--- src/rtl/gsim_shreg_seq_if.sv ---
// Handshake/control bundle between the GSIM sequencer and its I/O, arithmetic unit and shift register.
// master drives the sequencer's inputs; slave is the sequencer itself.
interface gsim_shreg_seq_if #(
  parameter int ITER_W = 8
);
  logic              start;
  logic [ITER_W-1:0] iter_num;
  logic              in_valid;
  logic              in_ready;
  logic              issue_valid;
  logic              issue_ready;
  logic              upd_valid;
  logic [2:0]        sh_ctrl;
  logic              sh_ien;
  logic              in_sel;
  logic [3:0]        row_idx;
  logic [ITER_W-1:0] iter_cnt;
  logic              out_valid;
  logic              out_ready;
  logic              busy;
  logic              done;
  logic              err;

  modport master (
    output start, iter_num, in_valid, issue_ready, upd_valid, out_ready,
    input  in_ready, issue_valid, sh_ctrl, sh_ien, in_sel, row_idx, iter_cnt,
           out_valid, busy, done, err
  );

  modport slave (
    input  start, iter_num, in_valid, issue_ready, upd_valid, out_ready,
    output in_ready, issue_valid, sh_ctrl, sh_ien, in_sel, row_idx, iter_cnt,
           out_valid, busy, done, err
  );
endinterface

--- src/rtl/gsim_shreg_seq.sv ---
// GSIM shift-register sequencer: load 16 words, N iterations of 16 issue/write-back rows, drain 16 results.
// Shift controls are combinational so each shift lands on the accepting edge; all handshakes stall freely.
module gsim_shreg_seq #(
  parameter int ITER_W = 8
) (
  input  logic           clk,
  input  logic           rst_n,
  gsim_shreg_seq_if.slave bus
);

  typedef enum logic [2:0] {
    S_IDLE,
    S_LOAD,
    S_ISSUE,
    S_WAIT,
    S_DRAIN,
    S_DONE
  } state_t;

  state_t            state, state_nxt;
  logic [3:0]        cnt, cnt_nxt;
  logic [ITER_W-1:0] iter_q, iter_q_nxt;
  logic [ITER_W-1:0] iter_cnt, iter_cnt_nxt;
  logic              err_q, err_nxt;
  logic [ITER_W:0]   iter_inc;
  logic [2:0]        sh_ctrl;
  logic              sh_ien;
  logic              in_sel;

  always_ff @(posedge clk) begin
    if (!rst_n) begin
      state    <= S_IDLE;
      cnt      <= '0;
      iter_q   <= ITER_W'(1);
      iter_cnt <= '0;
      err_q    <= 1'b0;
    end else begin
      state    <= state_nxt;
      cnt      <= cnt_nxt;
      iter_q   <= iter_q_nxt;
      iter_cnt <= iter_cnt_nxt;
      err_q    <= err_nxt;
    end
  end

  always_comb begin
    state_nxt    = state;
    cnt_nxt      = cnt;
    iter_q_nxt   = iter_q;
    iter_cnt_nxt = iter_cnt;
    err_nxt      = err_q;
    sh_ctrl      = 3'b000;
    sh_ien       = 1'b0;
    in_sel       = 1'b0;
    iter_inc     = {1'b0, iter_cnt} + 1'b1;

    case (state)
      S_IDLE: begin
        if (bus.start) begin
          iter_q_nxt   = (bus.iter_num == '0) ? ITER_W'(1) : bus.iter_num;
          cnt_nxt      = '0;
          iter_cnt_nxt = '0;
          err_nxt      = 1'b0;
          state_nxt    = S_LOAD;
        end
      end
      S_LOAD: begin
        if (bus.in_valid) begin
          sh_ctrl = 3'b001;
          sh_ien  = 1'b1;
          if (cnt == 4'd15) begin
            cnt_nxt   = '0;
            state_nxt = S_ISSUE;
          end else begin
            cnt_nxt = cnt + 4'd1;
          end
        end
      end
      S_ISSUE: begin
        if (bus.issue_ready) state_nxt = S_WAIT;
      end
      S_WAIT: begin
        in_sel = 1'b1;
        if (bus.upd_valid) begin
          sh_ctrl = 3'b001;
          sh_ien  = 1'b1;
          if (cnt == 4'd15) begin
            cnt_nxt = '0;
            if (iter_cnt != '1) iter_cnt_nxt = iter_inc[ITER_W-1:0];
            // compared one bit wider so the final increment can never alias
            state_nxt = (iter_inc == {1'b0, iter_q}) ? S_DRAIN : S_ISSUE;
          end else begin
            cnt_nxt   = cnt + 4'd1;
            state_nxt = S_ISSUE;
          end
        end
      end
      S_DRAIN: begin
        if (bus.out_ready) begin
          // rotate: slot 0 wraps back to slot 15, so 16 shifts restore the order
          sh_ctrl = 3'b001;
          sh_ien  = 1'b0;
          if (cnt == 4'd15) begin
            cnt_nxt   = '0;
            state_nxt = S_DONE;
          end else begin
            cnt_nxt = cnt + 4'd1;
          end
        end
      end
      S_DONE: begin
        state_nxt = S_IDLE;
      end
      default: begin
        state_nxt = S_IDLE;
      end
    endcase

    // a stray update is flagged even when it coincides with an accepted start
    if (bus.upd_valid && state != S_WAIT) err_nxt = 1'b1;
  end

  assign bus.sh_ctrl     = sh_ctrl;
  assign bus.sh_ien      = sh_ien;
  assign bus.in_sel      = in_sel;
  assign bus.in_ready    = (state == S_LOAD);
  assign bus.issue_valid = (state == S_ISSUE);
  assign bus.out_valid   = (state == S_DRAIN);
  assign bus.busy        = (state != S_IDLE);
  assign bus.done        = (state == S_DONE);
  assign bus.row_idx     = (state == S_ISSUE || state == S_WAIT) ? cnt : 4'd0;
  assign bus.iter_cnt    = iter_cnt;
  assign bus.err         = err_q;

endmodule

--- src/flat_wrapper.sv ---
// flat-port wrapper written by rule: the top's interface ports become plain ports
module gsim_shreg_seq_flat 
#(
  parameter int ITER_W = 8
)
  (clk, rst_n, bus_start, bus_iter_num, bus_in_valid, bus_issue_ready, bus_upd_valid, bus_out_ready, bus_in_ready, bus_issue_valid, bus_sh_ctrl, bus_sh_ien, bus_in_sel, bus_row_idx, bus_iter_cnt, bus_out_valid, bus_busy, bus_done, bus_err);
  gsim_shreg_seq_if #(.ITER_W(ITER_W)) bus_i ();
  input  logic clk;
  input  logic rst_n;
  input wire logic [$bits(bus_i.start)-1:0] bus_start;
  input wire logic [$bits(bus_i.iter_num)-1:0] bus_iter_num;
  input wire logic [$bits(bus_i.in_valid)-1:0] bus_in_valid;
  input wire logic [$bits(bus_i.issue_ready)-1:0] bus_issue_ready;
  input wire logic [$bits(bus_i.upd_valid)-1:0] bus_upd_valid;
  input wire logic [$bits(bus_i.out_ready)-1:0] bus_out_ready;
  output wire logic [$bits(bus_i.in_ready)-1:0] bus_in_ready;
  output wire logic [$bits(bus_i.issue_valid)-1:0] bus_issue_valid;
  output wire logic [$bits(bus_i.sh_ctrl)-1:0] bus_sh_ctrl;
  output wire logic [$bits(bus_i.sh_ien)-1:0] bus_sh_ien;
  output wire logic [$bits(bus_i.in_sel)-1:0] bus_in_sel;
  output wire logic [$bits(bus_i.row_idx)-1:0] bus_row_idx;
  output wire logic [$bits(bus_i.iter_cnt)-1:0] bus_iter_cnt;
  output wire logic [$bits(bus_i.out_valid)-1:0] bus_out_valid;
  output wire logic [$bits(bus_i.busy)-1:0] bus_busy;
  output wire logic [$bits(bus_i.done)-1:0] bus_done;
  output wire logic [$bits(bus_i.err)-1:0] bus_err;
  assign bus_i.start = bus_start;
  assign bus_i.iter_num = bus_iter_num;
  assign bus_i.in_valid = bus_in_valid;
  assign bus_i.issue_ready = bus_issue_ready;
  assign bus_i.upd_valid = bus_upd_valid;
  assign bus_i.out_ready = bus_out_ready;
  assign bus_in_ready = bus_i.in_ready;
  assign bus_issue_valid = bus_i.issue_valid;
  assign bus_sh_ctrl = bus_i.sh_ctrl;
  assign bus_sh_ien = bus_i.sh_ien;
  assign bus_in_sel = bus_i.in_sel;
  assign bus_row_idx = bus_i.row_idx;
  assign bus_iter_cnt = bus_i.iter_cnt;
  assign bus_out_valid = bus_i.out_valid;
  assign bus_busy = bus_i.busy;
  assign bus_done = bus_i.done;
  assign bus_err = bus_i.err;
  gsim_shreg_seq #(.ITER_W(ITER_W)) u_core (.clk(clk), .rst_n(rst_n), .bus(bus_i));
endmodule
--- config.mk ---
export PLATFORM = sky130hd
export DESIGN_NAME = gsim_shreg_seq_flat
export DESIGN_NICKNAME = d
export VERILOG_FILES = /design/src/rtl/gsim_shreg_seq_if.sv /design/src/rtl/gsim_shreg_seq.sv /design/src/flat_wrapper.sv
export SDC_FILE = /design/constraint.sdc
export NUM_CORES = 1
export LEC_CHECK = 0
export ABC_AREA = 1
export CAP_MARGIN = 20
export CELL_PAD_IN_SITES_DETAIL_PLACEMENT = 2
export CELL_PAD_IN_SITES_GLOBAL_PLACEMENT = 2
export CORE_MARGIN = 3
export CORE_UTILIZATION = 25
export CTS_CLUSTER_DIAMETER = 80
export DETAILED_ROUTE_END_ITERATION = 8
export MAX_ROUTING_LAYER = met4
export PLACE_DENSITY = 0.88
export SYNTH_ARGS = -nofsm -noshare
export SYNTH_HDL_FRONTEND = slang
export SYNTH_SLANG_ARGS = --single-unit
--- constraint.sdc ---
create_clock -name clk -period 1.78 [get_ports clk]
set_input_delay 0.356 -clock clk [delete_from_list [all_inputs] [get_ports clk]]
set_output_delay 0.356 -clock clk [all_outputs]
set_load 0.05 [all_outputs]
After elaboration in Yosys (flattened, before gate mapping). Cells that the tools add are included.

Output and inout bits: 23. Memory bits (read-only): 0. Memory bits (writable): 0. Memories: 0. Bits in latches: 0. Bits in registers: 24. Input bits: 15.

Order comparisons: 0. Multiplexer cells: 34. Multipliers: 0. Equal/unequal tests: 18. Divide/modulo/power cells: 0. Reductions and logical operators: 14. Bitwise operators: 0. Shifts and indexed selects: 0. Add/sub/neg operators: 2.

Operators by type and width (count): $mux W8 (5); $mux W3 (9); $mux W4 (6); $pmux W4 S4 (1); $pmux W8 S2 (1); $pmux W3 S5 (1); $ne A2 B2 Y1 const B (5); $reduce_and A5 Y1 (2); $add A8 B1 Y9 const B (1); $eq A9 B8 Y1 (1); $mux W1 (9); $pmux W3 S3 (1); $logic_not A8 Y1 (1); $ne A2 B1 Y1 const B (4); $ne A8 B8 Y1 const B (1); $reduce_and A7 Y1 (1); $eq A3 B2 Y1 const B (2); $eq A3 B3 Y1 const B (2); $reduce_bool A2 Y1 (3); $add A4 B1 Y4 const B (1); $eq A4 B4 Y1 const B (1); $reduce_and A2 Y1 (2); $reduce_bool A4 Y1 (1); $eq A3 B1 Y1 const B (1); other kinds (6) (6).

Longest topological paths before layout.
Depth in word-level cells: 6. Mapped depth: 15. Gate-level depth less buffers: 15.

Least setup slack after synthesis. Ideal clock, no wire load.

Kind: register -> output. Start point: register u_core.state[0]. End point: output bus_sh_ctrl[0]. Data required time: 1.424 ns. Arrival: 2.319 ns. Stages on the path, launching flop included: 6. Path buffers: 0. Setup slack: -0.895 ns. Path through: dfxtp_1 -> inv_2 -> nand2_2 -> nor2_1 -> inv_1 -> o211ai_1.

Longest elaborated chain between the ends: 2.

Ends and longest elaborated chain: from (decl) (line gsim_shreg_seq.sv:20) `state_t state, state_nxt;`; from (signal assigned) (line gsim_shreg_seq.sv:38) `state <= state_nxt;`; $eq A3 B3 Y1; named net bus_out_valid (line flat_wrapper.sv:23) `output wire logic [$bits(bus_i.out_valid)-1:0] bus_out_valid;`; $pmux W3 S3 (line gsim_shreg_seq.sv:57) `case (state)`; to (decl) (line flat_wrapper.sv:18) `output wire logic [$bits(bus_i.sh_ctrl)-1:0] bus_sh_ctrl;`.

The timed path passes the listed nets, and every way through them passes these cells.

Worst setup path in the final report.
Start point: register u_core.state[1]. End point: output bus_sh_ctrl[0].

Longest elaborated chain between the ends: 2.

Ends and longest elaborated chain (line): $eq A3 B3 Y1, or another cell as far along (gsim_shreg_seq.sv:57); $pmux W3 S3 (*) (gsim_shreg_seq.sv:57).

Every way passes the cells marked *; elsewhere a longest branch is shown, timed or not.

==> metrics.md <==
| Metric | Value |
|---|---|
| Largest net degree at the start of global routing | `16` |
| Vias post-DR | `1979` |
| Clk_skew | `0.001649 ns` |
| Drt wl/cell | `23.48 um` |
| Nets | `320` |
| Synth cell count leaders | `62 x nand2_1, 27 x inv_1, 24 x dfxtp_1` |
| Unrepaired setup endpoints after global routing | `true` |
| Starting Density | `26.65%` |
| Placeable core area | `5709 um2` |
| Most frequent cell after synthesis | `nand2_1` |
| FILL cells | `~630` |
| Initial DRT Pass Iterations | `4` |
| Crit path cell chain | `inv_4, nand2_4, nor2_4, inv_2, o211ai_1, clkbuf_16` |
| Final HPWL DP | `between 4000 and 5000 um` |
| Yosys cell types | `33` |
| Failing checks | `negative setup slack` |
| Synth Instances | `239` |
| Share of post-route cells with drive strength above 1 | `41.72%` |
| Synth Flop Type | `dfxtp_1` |
| Antenna Violating Nets Remaining | `0` |
| Num rows | `27` |
| Die height | `about 84 um` |
| Antenna violations before repair | `0` |
| Diodes inserted | `0` |
| CTS tree | `yes` |
| Yosys top cell by area | `dfxtp_1` |
| Detailed Route Iter0 Violations | `87` |
| VDD IR max | `0.8730 mV` |
| Via-per-instance ratio | `between 5 and 6` |
| Mean Syn Cell Area | `6.366 um2` |
| Root Driver | `clkbuf_8` |
| Pleak | `1.096 nW` |
| Fin. max-slew vios | `0` |
| Hold Crit Start | `u_core.bus.err` |
| Sequential-to-total area share from yosys stat | `about a third` |
| Chip Width | `84.01 um` |
| Biggest cell delay along the critical path | `0.37 ns` |
| Hold buffers post-CTS | `0` |
| Critical path endpoint category | `primary output` |
| Worst-skew pair later-pin latency | `0.28 ns` |
| Max Cap Viol | `0` |
| First-pass GRT wire length | `11370 um` |
| Number of synthesized register bits | `24` |
| Stages on worst setup path | `6` |
| Total power | `3.637 mW` |
| Worst path bufs/invs | `3` |
| Min Tclk post-route | `a little under 2 ns` |
| Cell family with most CP delay | `buffers and inverters` |
| Post-synth ARST share | `0%` |
| Critical path class | `flip-flop to primary output` |
| Max frequency | `slightly above 500 MHz` |
| Largest fanout on the critical path | `3` |
| Total die area | `7058 um2` |
| Crit path from | `u_core.state[1]` |
| Maximum level of the CTS H-tree | `1` |
| Worst r2r src | `u_core.cnt[1]` |
| Num CTS Buffers | `3` |
| Routability cong. | `0.8139` |
| Pwr Density | `1382 nW/um2` |
| CTS Sinks | `24` |
| Area contributors post-synth | `dfxtp_1 32%, nand2_1 15%, a21oi_1 7.6%` |
| CTS clk-pin slew, worst paths | `0.09 ns` |
| WHS Path Cells | `2` |
| Outcome | `finished with violations` |
| CP arrival | `approximately 1.6 ns` |
| Reg2Reg Depth | `11` |
| Layout area overhead | `73.03%` |
| Worst setup margin | `-0.1886 ns` |
| Worst hold path class | `flip-flop to flip-flop` |
| Vias in the first global route | `2065` |
| Grt ovf | `0` |
| Final setup vio count | `8` |
| Fin util | `between 40% and 50%` |
| Max stage delay cell, worst path | `dfxtp_4` |
| Synth top area share | `31.58%` |
| Critical Path Source Type | `flip-flop` |
| CTS max path bufs | `2` |
| Synth Cell Area | `1521 um2` |
| Tcrit/Tclk final | `110.6%` |
| DRC | `0` |
| Final Hold Fails | `0` |
| Drt total wl | `roughly 9000 um` |
| Total track usage | `21.21%` |
| CP required | `1.42 ns` |
| Total I/O pin count | `38` |
| Port Buffers | `35` |
| Synthesis Warnings | `0` |
| Number of flops mapped to enable cells by yosys | `0` |
## final cells by class
cell class | count | area, um2 | area share, %
repair buffers | 63 | 683.2 | 25.95
clock buffers | 3 | 41.29 | 1.568
inverters | 35 | 168.9 | 6.416
clock inverters | 1 | 30.03 | 1.141
multi-input cells | 176 | 1115 | 42.35
well taps | 72 | 90.09 | 3.422
flip-flops and latches | 24 | 504.2 | 19.15
## metal layers
layer,up-vias,share of wire [%],global-route usage [%]
li1,889,-,-
met1,995,42,23.25
met2,64,50,38.83
met3,31,3.4,2.962
met4,0,4.8,7.602
met5,-,0,-
## worst register-to-register path, cell delays in order (launching register included)
cell and delay [ns]:
dfxtp_1 0.38, ha_4 0.17, nand2_1 0.10, nor2_2 0.14, nand2_2 0.13, a21oi_2 0.16
nand2_1 0.12, nor2_2 0.17, nand4_1 0.13, nand2_1 0.11, nand2_1 0.08, a21oi_1 0.13
## kinds of logic after synthesis
| kind of cell | synth area share (%) |
|---|---|
| flip-flops | 31.58 |
| adder cells (fa/ha/maj) | 1.644 |
| XOR/XNOR | 2.303 |
| buffers and inverters | 11.02 |
| other | 0.2465 |
| AO/OA/AOI/OAI | 13.82 |
| AND/OR/NAND/NOR | 39.39 |
## state kept, by name, indices dropped and copies added (netlist names)
signal               count
u_core.bus.err           1
u_core.bus.iter_cnt      8
u_core.cnt               4
u_core.iter_q            8
u_core.state             3
## worst paths after layout
check	endpoint	slack, ns
hold reg to reg	u_core.bus.err	0.49
hold / removal	u_core.bus.err	0.49
setup / recovery	bus_sh_ctrl[0]	-0.19
setup reg to reg	u_core.state[2]	-0.12
## per-stage QoR
stage / setup WS [ns] / std cells / setup TNS [ns] / hold WS, ns / instance area (um2)
after global placement: -0.001241 / 355 / -0.001984 / 0.4620 / 2165
after floorplan: -0.3031 / 240 / -0.4472 / 0.4442 / 1553
final: -0.1886 / 374 / -0.8053 / 0.4891 / 2633
after CTS: -0.09125 / 366 / -0.2217 / 0.4845 / 2355
after detailed placement: -0.06299 / 355 / -0.3497 / 0.4629 / 2165
after global routing: -0.2348 / 374 / -1.791 / 0.5204 / 2633
## power by group
group	switching, mW	leakage, nW	internal [mW]
Clock	0.198	0.0357	0.302
Combinational	1.50	0.859	0.876
Sequential	0.113	0.202	0.645
## cell usage in the layout (no fill, tap or decap), drive strengths merged, types with 2 or more instances in the layout
cell / synthesis / layout
conb: 1 / 2
xor2: 3 / 3
o21ai: 13 / 13
buf: 3 / 48
a21oi: 23 / 23
nor2: 26 / 26
nor3: 5 / 5
nand2: 67 / 67
nand3: 21 / 22
dfxtp: 24 / 24
clkbuf: 3 / 4
o211ai: 2 / 2
or2: 2 / 2
inv: 35 / 35
ha: 2 / 2
clkdlybuf4s50: 0 / 14
nand4: 4 / 4
## repair_timing
action / CTS / global route
pin swaps: 5 / 15
endpoints found under the setup margin: 15 / 21
buffers inserted: 8 / 8
resized for setup: 17 / 59
cloned: 0 / 1
endpoints found under the hold margin: 0 / 0
Power figures use the tool's default switching activity.
